===== config.mk =====
export PLATFORM = sky130hd
export DESIGN_NAME = seq_divider
export DESIGN_NICKNAME = d
export VERILOG_FILES = /design/src/rtl/seq_divider.sv
export SDC_FILE = /design/constraint.sdc
export NUM_CORES = 1
export LEC_CHECK = 0
export CELL_PAD_IN_SITES_DETAIL_PLACEMENT = 1
export CELL_PAD_IN_SITES_GLOBAL_PLACEMENT = 2
export CORE_ASPECT_RATIO = 1.5
export CORE_MARGIN = 2
export CORE_UTILIZATION = 35
export DETAILED_ROUTE_END_ITERATION = 10
export PLACE_DENSITY = 0.81
export SLEW_MARGIN = 10
export SYNTH_ARGS = -nofsm -noshare
export SYNTH_HDL_FRONTEND = slang
export SYNTH_SLANG_ARGS = --single-unit
export TNS_END_PERCENT = 20

===== constraint.sdc =====
create_clock -name clk -period 3.6 [get_ports clk]
set_input_delay 0.72 -clock clk [delete_from_list [all_inputs] [get_ports clk]]
set_output_delay 0.72 -clock clk [all_outputs]
set_load 0.005 [all_outputs]

===== src/rtl/seq_divider.sv =====
// Sequential restoring divider: 2N-bit dividend / N-bit divisor, one quotient bit per clock.
// The result registers are separate from the working registers, so outputs hold the last result while a division runs.
//
// state | meaning
// IDLE  | waiting for start; operands are captured on the accepting edge
// RUN   | one restoring iteration per edge, MSB first, 2N edges in total
// DONE  | done pulses for one cycle; results valid; returns to IDLE
module seq_divider #(
  parameter int N = 4
) (
  input  logic           clk,
  input  logic           rst_n,
  input  logic           start,
  input  logic [2*N-1:0] dividend,
  input  logic [N-1:0]   divisor,
  output logic [2*N-1:0] quotient,
  output logic [N-1:0]   remainder,
  output logic           busy,
  output logic           done,
  output logic           div_by_zero
);

  localparam int CW = $clog2(2*N);
  localparam logic [CW-1:0] LAST = CW'(2*N-1);

  typedef enum logic [1:0] {IDLE, RUN, DONE} state_t;

  state_t         state;
  logic [2*N-1:0] q_reg;
  logic [N-1:0]   d_reg;
  logic [N-1:0]   p_reg;
  logic [CW-1:0]  count;

  logic [N:0]     p_shift;
  logic           fits;
  logic [N-1:0]   p_next;
  logic [2*N-1:0] q_next;

  // A restored partial remainder is always below the divisor, so N bits hold it
  // between iterations; only the shifted value needs the extra bit.
  always_comb begin
    p_shift = {p_reg, q_reg[2*N-1]};
    fits    = (p_shift >= {1'b0, d_reg});
    p_next  = fits ? N'(p_shift - {1'b0, d_reg}) : p_shift[N-1:0];
    q_next  = {q_reg[2*N-2:0], fits};
  end

  always_ff @(posedge clk or negedge rst_n) begin
    if (!rst_n) begin
      state       <= IDLE;
      q_reg       <= '0;
      d_reg       <= '0;
      p_reg       <= '0;
      count       <= '0;
      quotient    <= '0;
      remainder   <= '0;
      busy        <= 1'b0;
      done        <= 1'b0;
      div_by_zero <= 1'b0;
    end else begin
      case (state)
        IDLE: begin
          done <= 1'b0;
          if (start) begin
            q_reg <= dividend;
            d_reg <= divisor;
            p_reg <= '0;
            count <= '0;
            busy  <= 1'b1;
            if (divisor == '0) begin
              state       <= DONE;
              done        <= 1'b1;
              quotient    <= '1;
              remainder   <= dividend[N-1:0];
              div_by_zero <= 1'b1;
            end else begin
              state       <= RUN;
              div_by_zero <= 1'b0;
            end
          end
        end
        RUN: begin
          p_reg <= p_next;
          q_reg <= q_next;
          count <= count + 1'b1;
          if (count == LAST) begin
            state     <= DONE;
            done      <= 1'b1;
            quotient  <= q_next;
            remainder <= p_next;
          end
        end
        DONE: begin
          done  <= 1'b0;
          busy  <= 1'b0;
          state <= IDLE;
        end
        default: begin
          done  <= 1'b0;
          busy  <= 1'b0;
          state <= IDLE;
        end
      endcase
    end
  end

endmodule

-- Word level (Yosys, flattened, before mapping)
Index checks and enable logic that the tools add are counted.
- output and inout port bits: 15
- register bits after elaboration: 36
- word-level logic and storage cells: 52
- input bits: 15
- $lt $le $gt $ge: 1
- add/sub/neg operators: 2
- reductions and logical operators: 8
- equality and inequality tests: 5
- mux-type cells: 25
- bitwise logic cells: 1
- operators with widths (operator ; count):
    8-bit two-way mux ; 4
    8-bit case mux with 2 select lines ; 2
    4-bit two-way mux ; 5
    4-bit case mux with 2 select lines ; 2
    2-bit AND reduction ; 4
    2-bit two-way mux ; 3
    2-bit inequality test (second input constant) ; 3
    3-bit case mux with 2 select lines ; 1
    5-bit by 4-bit >= comparator with 1-bit output ; 1
    4-bit logical NOT ; 1
    1-bit two-way mux ; 4
    1-bit case mux with 2 select lines ; 2
    2-bit case mux with 2 select lines ; 1
    4-bit AND reduction ; 1
    4-bit subtractor ; 1
    3-bit by 1-bit adder with 3-bit output (second input constant) ; 1
    3-bit == test (second input constant) ; 1
    3-bit two-way mux ; 1
    2-bit by 1-bit == test with 1-bit output (second input constant) ; 1
    2-bit logical NOT ; 1
    2-bit nonzero test ; 1
    1-bit inverter ; 1

-- Longest topological paths before layout
Gate-level depths: netlist (run 1).
- depth after elaboration: 4
- depth in mapped cells: 7
- depth with buffers taken out: 7

-- Least setup slack after synthesis (run 1)
No wires, ideal clock.
- path type: input to register
- start: input port divisor[1]
- end: register remainder[3]
- data arrival time: 1631 ps
- buffers on the path: 1
- library setup time: 127 ps
- required time: 3473 ps
- cell stages on the path: 5
- slack: 1842 ps
- cell sequence: nor4_2 a22o_2 and2_2 buf_4 a31oi_1
- cells in the longest elaborated chain, start to end: 3
- RTL lines (element ; RTL line ; text):
    from (decl) ; 15 ; input logic [N-1:0] divisor,
    4-bit logical NOT ; 70 ; if (divisor == '0) begin
    2-bit inequality test (no source line) ; -- ;
    4-bit AND reduction (no source line) ; -- ;
    to (signal assigned) ; 74 ; remainder <= dividend[N-1:0];
    to (signal assigned) ; 90 ; remainder <= p_next;
    to (decl) ; 17 ; output logic [N-1:0] remainder,
No other way between the ends.
A chain may end at the register's enable or synchronous reset.

-- Worst setup path in the final report (run 1)
- start: input port divisor[1]
- end: register remainder[2]
Same word-level chain as after synthesis.

==> impl_metrics.toml, run 1 <==
[detailed_routing]
postRouteAntennaNets = 0
vias = 1456
firstDrtPassIters = 3
viasPerCell = 5.22
wirelength_mm = 4.49
wire_per_inst_um = 16.1
drt_iter0_markers = 42
drc_errors = 0

[sta]
slew_headroom_pct = 54.0
worstMarginPinSlew_ns = 0.689
rsz0062_at_grt = "false"
min_period_over_period_pct = 63.5
holdWs_ns = 0.479
fin_worst_skew_ns = 0.00316
setup_viol = 0
max_freq_ghz = 0.437
fin_tns_setup_ns = 0
hold_viol = 0
maxSlewViolCount = 0
timing.final.crit_period_ns = 2.29

[logic_synthesis]
synth_seq_area_share_pct = 50.4
synth_area_leaders = "dfrtp_1, a21oi_1, nand2_1"
yosys.area.top_type = "dfrtp_1"
synth_top_area_share_pct = 50.4
yosys_register_bits = 36
synthArstFlopShare_pct = 100
synthFlopType = "dfrtp_1"
synth_area_um2 = 1790
syn_nets = 204
synth_area_per_cell_um2 = 9.82
synth_enable_flop_cells = 0
synth_warnings = 0
synth.distinct_cells = 41
syn-instance-count = 182

[power_and_ir_drop]
leakagePower_nw = 0.974
power.internal_mw = 1.28
vdd_drop_max_mv = 0.361
power.share.combinational_pct = 51.5
pwr-share-seq_pct = 34.6
swShare_pct = 39.9
power_frac_clock_pct = 13.8
power.density_nw_per_um2 = 961
p_sw_mw = 0.853

[critical_path]
crit_type = "input port to flip-flop"
max_stage_delay_ns = 0.43
cp_top_family = "simple AND/OR/NAND/NOR gates"
cp-end-kind = "flip-flop"
worst-path-buf-inv = 1
startpoint_type = "input port"
arrival_ns = 2.43
critPathRequiredTime_ns = 3.75
path_max_fanout = 13
critPathSlowestCell = "clkdlybuf4s50_1"
path_cells = "clkdlybuf4s50_1 -> nor4_2 -> a22o_2 -> and2_2 -> a41oi_1"

[run_status]
status = "completed"

[finish]
fin_nets = 234
multi_input_area_um2 = 798
syn_to_final_growth_pct = 24.4
diodes = 0
drive_gt1_share_pct = 8.92
register_area_um2 = 901
num-fill-cells = 570

[floorplan]
fp.dieW_um = 62.3
fp.coreArea_um2 = 4890
rows = 31
pin_count = 30
initial_core_util_pct = 36.6
dieHeight_um = 91.5
dieArea_um2 = 5700

[grt]
overflow = 0
grtUsageTotal_pct = 17.3
antenna_found_initial = 0
grt_max_degree = 37
grt_pass1_vias = 1573
grt_pass1_wl_mm = 7.70

[clock_tree]
postCtsSetupBuffers = 0
cts_max_level = 2
cts_tree = "built"
hold_buffers = 0
ctsLongestPathBuffers = 2
cts-root-buf = "clkbuf_8"
cts.clk_slew.worst_paths_ns = 0.07
clock_latency_ns = 0.29
cts_sinks = 36
post_cts_resized = 0
cts_buffers = 5

[place]
place.gp.congestion = 0.847
dpl.hpwl_mm = 3.28
io_buffers = 29

[flow_run]
drv_cap = 0

[worst_hold_path]
hp-class = "flip-flop to flip-flop"
path summary, 6_finish.rpt:
check / start / endpoint / slack (ns) / depth (start not counted)
setup / recovery: divisor[1] / remainder[2] / 1.31 / 5
hold / removal: div_by_zero / div_by_zero / 0.48 / 2
setup reg to reg: q_reg[7] / remainder[0] / 1.78 / 6
hold reg to reg: div_by_zero / div_by_zero / 0.48 / 2
max in group asynchronous: rst_n / quotient[3] / 2.42 / 2
min in group asynchronous: rst_n / d_reg[0] / 0.85 / 2
synthesized netlist by cell type (3+ instances only):
master and n:
clkbuf_1 5, nand3_1 3, o211ai_1 4, a21oi_1 26
mux2i_1 4, nor2_1 9, nand2_1 29, inv_1 8
o21ai_0 12, a21o_1 4, ha_1 6, dfrtp_1 36
worst reg2reg max path, delay by kind of cell, from the launching register on:
family | cells | cell delay [ns]
and+or+nand+nor | 2 | 0.55
DFF | 1 | 0.40
adders and majority gates | 1 | 0.36
buffers and inverters | 1 | 0.06
AOI/OAI and AO/OA | 2 | 0.37
logic make-up after synthesis:
group / after synthesis / synth area share, %
AND/OR/NAND/NOR: 58 / 16.3
AO/OA/AOI/OAI: 57 / 19.7
flip-flops: 36 / 50.4
buffers and inverters: 18 / 4.90
adder cells (fa/ha/maj): 7 / 5.32
multiplexers: 5 / 2.87
XOR/XNOR: 1 / 0.490
final cells by class:
class / instances / share of cell area (%)
multi-input cells: 128 / 35.9
well taps: 66 / 3.72
inverters: 8 / 1.35
clock buffers: 8 / 4.05
repair buffers: 33 / 14.4
flip-flops and latches: 36 / 40.5
metal layers:
metal | track usage [%] | wire, um | part of all wire (%) | vias to the layer above
met2 | 29.3 | 2330 | 52 | 28
met5 | 0 | 0 | 0 | -
met4 | 7.59 | 115 | 2.6 | 0
met3 | 3.97 | 169 | 3.8 | 9
met1 | 20.7 | 1870 | 42 | 724
li1 | - | - | - | 695
power by group through the flow:
stage | logic [mW] | clock network, mW | registers (mW)
final | 1.10 | 0.296 | 0.740
after global routing | 1.24 | 0.327 | 0.765
after CTS | 1.12 | 0.308 | 0.743
after detailed placement | 1.11 | 0 | 0.748
after global placement | 1.07 | 0 | 0.739
after floorplan | 0.744 | 0 | 0.713
cell usage in the layout (no fill, tap or decap), types with 3 or more instances in the layout:
cell              n
inv_1             8
o211ai_1          4
a21o_1            4
nand2_1          29
o21ai_0          11
nand3_1           3
buf_4             4
clkbuf_8          6
a21oi_1          26
ha_1              6
mux2i_1           4
dfrtp_1          36
clkdlybuf4s50_1  29
nor2_1            9
metrics by stage:
step / util [%] / worst slack [ns] / power [mW] / cell area (um^2) / std cells
6_report: 45.5 / 1.31 / 2.14 / 2220 / 279
3_3_place_gp: 43.6 / 1.04 / 1.81 / 2130 / 271
5_1_grt: 45.5 / 1.15 / 2.34 / 2220 / 279
2_1_floorplan: - / 1.84 / 1.46 / 1790 / 182
4_1_cts: 45.5 / 1.30 / 2.17 / 2220 / 279
3_5_place_dp: 43.6 / 0.988 / 1.85 / 2130 / 271
No activity file was read; power rests on OpenSTA's default activity.
==> run 2, diff against run 1 <==
--- a/config.mk
+++ b/config.mk
@@ -9,9 +9,9 @@
 export CELL_PAD_IN_SITES_GLOBAL_PLACEMENT = 2
 export CORE_ASPECT_RATIO = 1.5
 export CORE_MARGIN = 2
-export CORE_UTILIZATION = 35
+export CORE_UTILIZATION = 33
 export DETAILED_ROUTE_END_ITERATION = 10
-export PLACE_DENSITY = 0.81
+export PLACE_DENSITY = 0.77
 export SLEW_MARGIN = 10
 export SYNTH_ARGS = -nofsm -noshare
 export SYNTH_HDL_FRONTEND = slang
==> constraint.sdc (replaced) <==
create_clock -name clk -period 2.21 [get_ports clk]
set_input_delay 0.442 -clock clk [delete_from_list [all_inputs] [get_ports clk]]
set_output_delay 0.442 -clock clk [all_outputs]
set_load 0.005 [all_outputs]
==> run 2 against run 1 <==
First-iteration DRC count rose by 21%. Sequential share of layout area fell by 0.89 points. Sequential cell count did not move. Clock skew rose by 0.0033 ns. Global-route usage rose by 0.27 points. Final cell count rose by 2.2%. Non-clock buffer count rose by 4. Clock power rose by 93%. Combinational power rose by 70%. Sequential power rose by 64%. Worst setup slack got worse by 0.96 ns. Register-to-register slack got worse by 1.4 ns. Critical endpoint unchanged. Highest routed layer unchanged.
==> impl_metrics.toml, run 2 (synthesis results as in run 1) <==
[floorplan]
dieArea_um2 = 6030
pin_count = 30
fp.coreArea_um2 = 5160
fp.dieW_um = 64.1
initial_core_util_pct = 34.6
rows = 32
dieHeight_um = 94.1

[clock_tree]
cts-root-buf = "clkbuf_8"
ctsLongestPathBuffers = 2
cts.clk_slew.worst_paths_ns = 0.07
cts_buffers = 5
cts_tree = "built"
cts_max_level = 2
clock_latency_ns = 0.29
post_cts_resized = 0
postCtsSetupBuffers = 0
hold_buffers = 0
cts_sinks = 36

[worst_hold_path]
hold_depth = 1
hp-class = "flip-flop to flip-flop"

[power_and_ir_drop]
pwr-share-seq_pct = 33.0
swShare_pct = 39.6
leakagePower_nw = 1.00
p_sw_mw = 1.45
power.internal_mw = 2.20
power.density_nw_per_um2 = 1610
power.share.combinational_pct = 51.3
power_frac_clock_pct = 15.7
finalPower_mw = 3.65
vdd_drop_max_mv = 0.626

[sta]
hold_viol = 0
fin_worst_skew_ns = 0.00647
slew_headroom_pct = 64.3
fin_tns_setup_ns = 0
setup_slack_ns = 0.352
setup_viol = 0
min_period_over_period_pct = 84.1
timing.final.crit_period_ns = 1.86
max_freq_ghz = 0.538
rsz0062_at_grt = "false"
maxSlewViolCount = 0
worstMarginPinSlew_ns = 0.536

[critical_path]
critPathRequiredTime_ns = 2.42
startpoint_type = "flip-flop"
cp-end-kind = "flip-flop"
path_max_fanout = 4
crit_type = "flip-flop to flip-flop"
reg2reg_depth = 7
arrival_ns = 2.07

[detailed_routing]
drc_errors = 0
postRouteAntennaNets = 0
viasPerCell = 5.21
firstDrtPassIters = 4
wire_per_inst_um = 16.9
drt_iter0_markers = 51
vias = 1484
wirelength_mm = 4.81

[run_status]
status = "completed"

[place]
post-place-ws_ns = 0.160
io_buffers = 29
dpl.hpwl_mm = 3.53
place.gp.congestion = 0.798

[finish]
syn_to_final_growth_pct = 27.2
drive_gt1_share_pct = 11.1
final_cell_mix = "dfrtp_1, nand2_1, clkdlybuf4s50_1"
layout_commonest_cell = "dfrtp_1"
fin_util_pct = 44.0
fin_nets = 238
diodes = 0

[flow_run]
drv_cap = 0

[grt]
grt_pass1_wl_mm = 7.94
grt_pass1_vias = 1656
grt_max_degree = 37
grtUsageTotal_pct = 17.5
antenna_found_initial = 0
overflow = 0
[run 2: metrics by stage]
step	std cells	instance area [um^2]	hold WS (ns)
floorplan	182	1790	0.146
global route	285	2270	0.523
CTS	285	2270	0.494
finish	285	2270	0.487
detailed placement	277	2160	0.478
global placement	277	2160	0.464
[run 2: cell type report]
cell class	instances	area [um^2]
Clock inverter	2	35.0
Timing Repair Buffer	37	350
Sequential cell	36	901
Tap cell	68	85.1
Inverter	8	30.0
Fill cell	589	2890
Clock buffer	6	72.6
Multi-Input combinational cell	128	798
[run 2: worst max-delay path, stage by stage, from the launching register on]
cell     delay [ns]
dfrtp_1        0.42
inv_1          0.08
ha_1           0.21
inv_1          0.08
fa_1           0.39
xor2_1         0.21
nand4_1        0.17
a41oi_1        0.22
[run 2: final timing paths]
path / start / to / slack [ns]
min in group asynchronous: rst_n / d_reg[1] / 0.58
min reg2reg: busy / busy / 0.49
min: busy / busy / 0.49
max reg2reg: q_reg[7] / remainder[2] / 0.35
max: q_reg[7] / remainder[2] / 0.35
max in group asynchronous: rst_n / quotient[1] / 1.31
[run 2: power by group through the flow]
stage / combinational (mW) / clock, mW / sequential [mW]
final: 1.87 / 0.571 / 1.21
after global routing: 2.09 / 0.621 / 1.24
after CTS: 1.89 / 0.589 / 1.20
after detailed placement: 1.88 / 0 / 1.21
after global placement: 1.79 / 0 / 1.19
after floorplan: 1.21 / 0 / 1.16
[run 2: per-layer routing]
| layer | wire (um) | track usage, % |
|---|---|---|
| met1 | 1950 | 18.8 |
| met2 | 2600 | 32.1 |
| met3 | 144 | 3.00 |
| met4 | 119 | 9.24 |
| met5 | 0 | 0 |
